File: config.mk
export PLATFORM = sky130hd
export DESIGN_NAME = encoder_8x3_seq
export DESIGN_NICKNAME = d
export VERILOG_FILES = /design/src/rtl/encoder_8x3_seq.sv
export SDC_FILE = /design/constraint.sdc
export NUM_CORES = 1
export LEC_CHECK = 0
export ABC_AREA = 0
export CORE_AREA = 2 2 52 54
export CTS_CLUSTER_SIZE = 12
export DETAILED_ROUTE_END_ITERATION = 8
export DIE_AREA = 0 0 54 56
export PLACE_DENSITY = 0.68
export SLEW_MARGIN = 10
export SYNTH_ARGS = -nofsm -noshare
export SYNTH_HDL_FRONTEND = slang
export SYNTH_SLANG_ARGS = --single-unit
File: constraint.sdc
create_clock -name clk -period 1.6 [get_ports clk]
set_input_delay 0.16 -clock clk [delete_from_list [all_inputs] [get_ports clk]]
set_output_delay 0.16 -clock clk [all_outputs]
set_load 0.05 [all_outputs]
File: src/rtl/encoder_8x3_seq.sv
// Sequential 8-to-3 encoder: captures a multi-hot vector and emits the index of
// every set bit, highest first, over a valid/ready handshake.
module encoder_8x3_seq (
  input  logic       clk,
  input  logic       rst_n,
  input  logic       en,
  input  logic [7:0] d,
  input  logic       d_valid,
  output logic       d_ready,
  output logic [2:0] I,
  output logic       I_valid,
  input  logic       I_ready,
  output logic       I_last,
  output logic [3:0] cnt,
  output logic       zero_err
);

  typedef enum logic {IDLE, BUSY} state_t;

  state_t     state_reg, state_next;
  logic [7:0] pend_reg, pend_next;
  logic [3:0] cnt_reg, cnt_next;
  logic       zero_err_reg, zero_err_next;

  logic [7:0] above;
  logic [7:0] top_bit;
  logic [2:0] idx;
  logic       single;
  logic       in_fire;

  function automatic logic [3:0] popcount(input logic [7:0] v);
    logic [3:0] s;
    s = 4'd0;
    for (int k = 0; k < 8; k++) begin
      s = s + {3'b000, v[k]};
    end
    return s;
  endfunction

  // top_bit isolates the highest set bit of pend; it is also the clear mask on drain.
  genvar gi;
  generate
    for (gi = 0; gi < 8; gi++) begin : g_prio
      if (gi == 7) begin : g_top
        assign above[gi] = 1'b0;
      end else begin : g_rest
        assign above[gi] = |pend_reg[7:gi+1];
      end
      assign top_bit[gi] = pend_reg[gi] & ~above[gi];
    end
  endgenerate

  always_comb begin
    idx = 3'd0;
    for (int k = 0; k < 8; k++) begin
      if (top_bit[k]) idx = 3'(k);
    end
  end

  assign single  = (pend_reg != 8'd0) && ((pend_reg & (pend_reg - 8'd1)) == 8'd0);
  assign d_ready = (state_reg == IDLE) && en && rst_n;
  assign in_fire = d_valid && d_ready;

  always_comb begin
    state_next    = state_reg;
    pend_next     = pend_reg;
    cnt_next      = cnt_reg;
    zero_err_next = 1'b0;
    case (state_reg)
      IDLE: begin
        if (in_fire) begin
          cnt_next = popcount(d);
          if (d != 8'd0) begin
            pend_next  = d;
            state_next = BUSY;
          end else begin
            zero_err_next = 1'b1;
          end
        end
      end
      BUSY: begin
        // en is deliberately ignored here so a drain always runs to completion.
        if (I_ready) begin
          pend_next = pend_reg & ~top_bit;
          if (single) state_next = IDLE;
        end
      end
      default: state_next = IDLE;
    endcase
  end

  always_ff @(posedge clk or negedge rst_n) begin
    if (!rst_n) begin
      state_reg    <= IDLE;
      pend_reg     <= 8'd0;
      cnt_reg      <= 4'd0;
      zero_err_reg <= 1'b0;
    end else begin
      state_reg    <= state_next;
      pend_reg     <= pend_next;
      cnt_reg      <= cnt_next;
      zero_err_reg <= zero_err_next;
    end
  end

  assign I        = idx;
  assign I_valid  = (state_reg == BUSY);
  assign I_last   = (state_reg == BUSY) && single;
  assign cnt      = cnt_reg;
  assign zero_err = zero_err_reg;

endmodule

==> flow_metrics.py, run 1 <==
metrics = {
    "timing": {
        "timing.final.crit_share": 1.50,
        "finalHoldViolations": 0,
        "max_freq_mhz": 417,
        "layout_setup_ws_ps": -796,
        "clock_skew_ps": 1.77,
        "slew-limit-headroom": 0.681,
        "tightest_slew_ps": 472,
        "rsz0062_at_grt": "yes",
        "slew_violations": 0,
        "finalCriticalPeriod_ps": 2400,
        "setup_violations": 13,
    },
    "worst_setup_path": {
        "r2r_cells": 6,
        "endpoint": "cnt[1]$_DFFE_PN0P_",
        "crit_path_start_kind": "input pin",
        "cp_slowest_stage_delay_ps": 520,
        "crit_fanout": 2,
        "timing.rr.start": "pend_reg[0]$_DFFE_PN0P_",
        "regToRegSetupSlack_ps": -140,
        "slowest_stage": "fa_1",
        "setup.worst_path.start": "d[1]",
        "crit_arrival_ps": 2580,
        "end_kind": "register",
        "cp_common_cell": "fa_1",
        "r2r_end": "I_valid$_DFF_PN0_",
        "critPathRequiredTime_ps": 1780,
        "worstPathCellList": "buf_6 > fa_1 > inv_1 > fa_1 > fa_1 > inv_2 > ha_4 > inv_2 > fa_2 > o21ai_2",
        "critPathKind": "in2reg",
    },
    "final_layout": {
        "final_cell_mix": "buf_4 (33), nand2_1 (15), dfrtp_1 (13)",
        "fill_cells": 211,
        "fin_nets": 185,
        "area_growth_pct": 65.5,
        "drive_above_1_share": 0.423,
        "antenna_cells": 0,
        "multiInputGateArea_um2": 599,
        "fin_util": 0.641,
        "seqCellArea_um2": 352,
        "final_common_cell": "buf_4",
        "largest_reg_flops": 8,
    },
    "clock_network": {
        "cts.sinks": 14,
        "tritoncts": "built",
        "ctsHoldBuffers": 0,
        "cts_root_buf": "clkbuf_4",
        "cts_buffer_depth": 2,
        "insertion_delay_ps": 290,
        "cts_buffers": 3,
        "cts.clk_slew.worst_paths_ps": 80,
        "cts_htree_levels": 1,
    },
    "floorplan": {
        "die_h_um": 56,
        "dieArea_um2": 3020,
        "rows": 18,
        "start_util": 0.387,
        "coreArea_um2": 2430,
        "io_pins": 24,
        "die_x_um": 54,
    },
    "synth": {
        "synthCells": 109,
        "ys_types": 33,
        "synth-edff-count": 0,
        "synth_ff_type": "dfrtp_1",
        "synth_area_um2": 942,
        "ys_seq_elements": 14,
        "synth_nets": 130,
        "ys_warn_count": 0,
        "yosysSeqAreaShare": 0.372,
        "synthArstFlopShare": 1.00,
        "synth.avg_cell_area_um2": 8.64,
    },
    "routing": {
        "firstDrtPassIters": 4,
        "drc": 0,
        "drt_iter0_markers": 21,
        "vias": 994,
        "ant_nets": 0,
        "routed_wirelength_mm": 2.53,
        "vias_per_cell": 5.15,
        "wire_per_inst_um": 13.1,
    },
    "global_routing": {
        "antenna_found_initial": 0,
        "grt_pass1_wl_mm": 4.13,
        "grt_max_degree": 12,
        "grt_pass1_vias": 1009,
        "track_usage": 0.180,
        "grt_overflow": 0,
    },
    "power": {
        "p_switching_mw": 1.53,
        "p_total_mw": 3.25,
        "p_leak_nw": 0.745,
        "irDropWorstVdd_mv": 1.28,
        "power_frac_clock": 0.079,
        "power.density_nw_per_um2": 2080,
        "pwr-share-seq": 0.182,
        "combPwrFrac": 0.739,
        "switching_share": 0.470,
        "power.internal_mw": 1.72,
    },
    "place": {
        "dpl_worst_slack_ps": -1570,
        "post-dp-hpwl_mm": 2.03,
        "port_buffers": 23,
        "routabilityCongestion": 0.799,
    },
    "flow_run": {
        "cap_violations": 0,
    },
    "min_path": {
        "min_from": "d[3]",
        "hold_path_depth": 3,
        "hold_path_class": "in2reg",
    },
    "outcome": {
        "status": "complete, but fails checks",
        "violations": "negative setup slack",
    },
}
==> worst min-delay path by stage <==
stage,end,slack (ps)
after CTS,pend_reg[3]$_DFFE_PN0P_,240
after global placement,cnt[0]$_DFFE_PN0P_,470
after global routing,pend_reg[3]$_DFFE_PN0P_,240
after floorplan,I_valid$_DFF_PN0_,-140
after detailed placement,cnt[3]$_DFFE_PN0P_,480
final,pend_reg[3]$_DFFE_PN0P_,240
==> layer usage <==
| metal | up-vias | routed length [um] | track usage |
|---|---|---|---|
| li1 | 482 | - | - |
| met1 | 474 | 1030 | 0.211 |
| met2 | 29 | 1320 | 0.326 |
| met3 | 9 | 102 | 0.0161 |
| met4 | 0 | 72 | 0.0643 |
| met5 | - | 0 | 0 |
==> cells in the mapped netlist (2+ instances only) <==
cell,count,area share
nand2_1,17,0.068
inv_1,15,0.060
dfrtp_1,14,0.37
o21ai_0,11,0.058
nor2_1,9,0.036
a21oi_1,5,0.027
fa_1,4,0.085
ha_1,4,0.053
a31oi_1,2,0.013
a41oi_1,2,0.019
nor3_1,2,0.011
o21ai_1,2,0.011
o22ai_1,2,0.013
==> critical path, delay by kind of cell <==
family,cells,cell delay [ps]
compound gates,1,50
buf+inv,4,260
fa+ha+maj,5,2110
==> power groups by stage <==
stage / logic (mW) / clock network (mW) / registers (mW)
after detailed placement: 2.08 / 0 / 0.590
after floorplan: 1.01 / 0 / 0.818
after global placement: 2.03 / 0 / 0.584
final: 2.40 / 0.256 / 0.591
after global routing: 2.55 / 0.284 / 0.609
after CTS: 2.24 / 0.266 / 0.584
==> cells by family after synthesis <==
family | after synthesis | share of synthesized area
compound gates | 28 | 0.179
xor+xnor | 2 | 0.0186
fa+ha+maj | 9 | 0.149
buf+inv | 17 | 0.0757
flops | 14 | 0.372
simple gates | 39 | 0.206
==> repair_timing <==
item | in CTS | in global routing
gates resized for setup | 24 | 12
setup buffers | 2 | 3
hold endpoints to repair | 0 | 0
pin swaps | 6 | 9
endpoints found under the setup margin | 13 | 15
==> per-stage QoR <==
stage          std cells  setup TNS (ps)  hold WS [ps]  cell area (um2)
2_1_floorplan        109           -3140          -136              956
6_report             193           -3850           243             1560
4_1_cts              191           -3510           242             1510
5_1_grt              193           -4500           236             1560
3_3_place_gp         185           -7530           471             1420
3_5_place_dp         185           -8650           480             1420
==> final cells by class <==
cell class,count,share of cell area
Multi-Input combinational cell,78,0.384
Inverter,15,0.0361
Tap cell,30,0.0241
Clock buffer,4,0.0233
Sequential cell,14,0.226
Timing Repair Buffer,52,0.307
No activity file was read; power rests on OpenSTA's default activity.
==> inputs of run 2 (changes only) <==
- CORE_AREA: 2 2 52 54 -> 2 2 65 67
- DIE_AREA: 0 0 54 56 -> 0 0 67 69
- PLACE_DENSITY: 0.68 -> not set
==> run 2 against run 1 <==
- highest routed layer unchanged
- power grew 0.12%
- maximum frequency shrank 1.2%
- critical endpoint unchanged
- final area grew 2.2%
- the run still ends with negative setup slack left
- sequential power grew 0.7%
- register-to-register slack gained 20 ps
- clock skew grew 0.60 ps
- core utilization shrank 23 points
- first-iteration DRC count grew 140%
- sequential share of layout area shrank 0.48 points
==> flow_metrics.py, run 2 (same netlist as run 1, synthesis figures left out) <==
metrics = {
    "routing": {
        "vias": 952,
        "wire_per_inst_um": 12.0,
        "firstDrtPassIters": 4,
        "drc": 0,
        "drt_iter0_markers": 50,
        "ant_nets": 0,
        "routed_wirelength_mm": 2.54,
        "vias_per_cell": 4.49,
    },
    "place": {
        "place_area_um2": 1450,
        "post-dp-hpwl_mm": 2.05,
        "dpl_worst_slack_ps": -1590,
        "port_buffers": 23,
        "routabilityCongestion": 0.824,
    },
    "clock_network": {
        "tritoncts": "built",
        "insertion_delay_ps": 240,
        "cts.clk_slew.worst_paths_ps": 60,
        "cts.sinks": 14,
        "cts_root_buf": "clkbuf_8",
        "cts_htree_levels": 1,
        "ctsHoldBuffers": 0,
        "cts_buffers": 3,
        "cts_buffer_depth": 2,
    },
    "worst_setup_path": {
        "critical_path_buf_inv_count": 4,
        "critPathKind": "in2reg",
        "cp_common_cell": "fa_1",
        "slowest_stage": "fa_1",
        "cp_slowest_stage_delay_ps": 520,
        "crit_path_start_kind": "input pin",
        "critPathRequiredTime_ps": 1730,
        "crit_fanout": 2,
        "worstPathCellList": "buf_6 > fa_1 > inv_1 > fa_1 > fa_1 > inv_2 > ha_4 > inv_2 > fa_2 > o21ai_1",
        "end_kind": "register",
        "crit_arrival_ps": 2550,
        "critPathTopFamily": "adder cells",
    },
    "timing": {
        "rsz0062_at_grt": "yes",
        "slew_violations": 0,
        "tightest_slew_ps": 407,
        "finalHoldViolations": 0,
        "setup_violations": 12,
        "timing.final.crit_share": 1.52,
        "finalCriticalPeriod_ps": 2430,
        "slew-limit-headroom": 0.725,
        "layout_setup_ws_ps": -825,
        "max_freq_mhz": 412,
        "clock_skew_ps": 2.37,
    },
    "final_layout": {
        "drive_above_1_share": 0.401,
        "stdcell_area_um2": 1590,
        "antenna_cells": 0,
        "area_growth_pct": 69.1,
        "fin_util": 0.407,
        "final_common_cell": "buf_4",
        "fin_nets": 184,
        "fill_cells": 412,
        "final_cell_mix": "buf_4 (32), nand2_1 (16), dfrtp_1 (13)",
        "largest_reg_flops": 8,
    },
    "global_routing": {
        "grt_overflow": 0,
        "use_met3": 0.0179,
        "use_met1": 0.166,
        "grt_pass1_wl_mm": 4.42,
        "grt_max_degree": 12,
        "grtUsageMet2": 0.189,
        "antenna_found_initial": 0,
        "grt-busiest-layer": "met2",
        "track_usage": 0.120,
        "grt_pass1_vias": 1024,
    },
    "flow_run": {
        "cap_violations": 0,
    },
    "floorplan": {
        "rows": 23,
        "die_x_um": 67,
        "io_pins": 24,
        "die_h_um": 69,
        "start_util": 0.241,
        "dieArea_um2": 4620,
        "coreArea_um2": 3910,
    },
    "min_path": {
        "hold_path_class": "in2reg",
    },
    "outcome": {
        "status": "complete, but fails checks",
        "violations": "negative setup slack",
    },
    "power": {
        "irDropWorstVdd_mv": 0.880,
        "p_leak_nw": 0.745,
        "power.density_nw_per_um2": 2040,
    },
}
run 2: changes by cell type in the layout (fill, tap and decap cells not counted), moves of 2 or more:
cell and change:
a21oi_2 -2, clkbuf_8 +2, clkbuf_4 -3, o21ai_2 -2
run 2: worst register-to-register path, delay by kind of cell, from the launching register on:
family	cells	cell delay (ps)
AND/OR/NAND/NOR	2	670
buffers and inverters	1	130
AO/OA/AOI/OAI	2	290
XOR/XNOR	1	160
flip-flops	1	390
run 2: area by class of cell:
| type | instances | area [um2] | share of cell area |
|---|---|---|---|
| Inverter | 15 | 58.8 | 0.0369 |
| Timing Repair Buffer | 51 | 472 | 0.296 |
| Clock buffer | 4 | 45.0 | 0.0283 |
| Sequential cell | 14 | 352 | 0.221 |
| Multi-Input combinational cell | 78 | 603 | 0.379 |
| Tap cell | 50 | 62.6 | 0.0393 |
run 2: what timing repair did:
item	CTS	global route
hold endpoints to repair	0	0
buffers inserted	3	1
pin swaps	10	10
setup endpoints to repair	13	13
gates resized for setup	29	7
run 2: through the flow:
step,std cells,setup TNS [ps],power [mW],hold slack [ps]
final,212,-3690,3.25,291
after global routing,212,-4560,3.48,286
after CTS,212,-3990,3.22,284
after detailed placement,206,-8620,2.73,467
after global placement,206,-7540,2.68,474
after floorplan,109,-3140,1.83,-136
run 2: where the power goes:
group | switching (mW) | internal, mW
Sequential | 0.0973 | 0.498
Clock | 0.116 | 0.176
Combinational | 1.30 | 1.06
run 2: routing by layer:
metal	share of wire	wire length (um)
met1	0.47	1190
met2	0.46	1160
met3	0.062	156
met4	0.014	35
met5	0	0
run 2: final timing paths:
path	startpoint	to	slack (ps)	cells past startpoint
worst max-delay path	d[1]	cnt[1]$_DFFE_PN0P_	-830	10
worst min-delay path	d[3]	pend_reg[3]$_DFFE_PN0P_	290	3
worst max register to register	pend_reg[2]$_DFFE_PN0P_	I_valid$_DFF_PN0_	-120	6
worst min register to register	cnt[3]$_DFFE_PN0P_	cnt[3]$_DFFE_PN0P_	490	2
max in group asynchronous	rst_n	pend_reg[6]$_DFFE_PN0P_	1150	2
min in group asynchronous	rst_n	cnt[0]$_DFFE_PN0P_	310	2
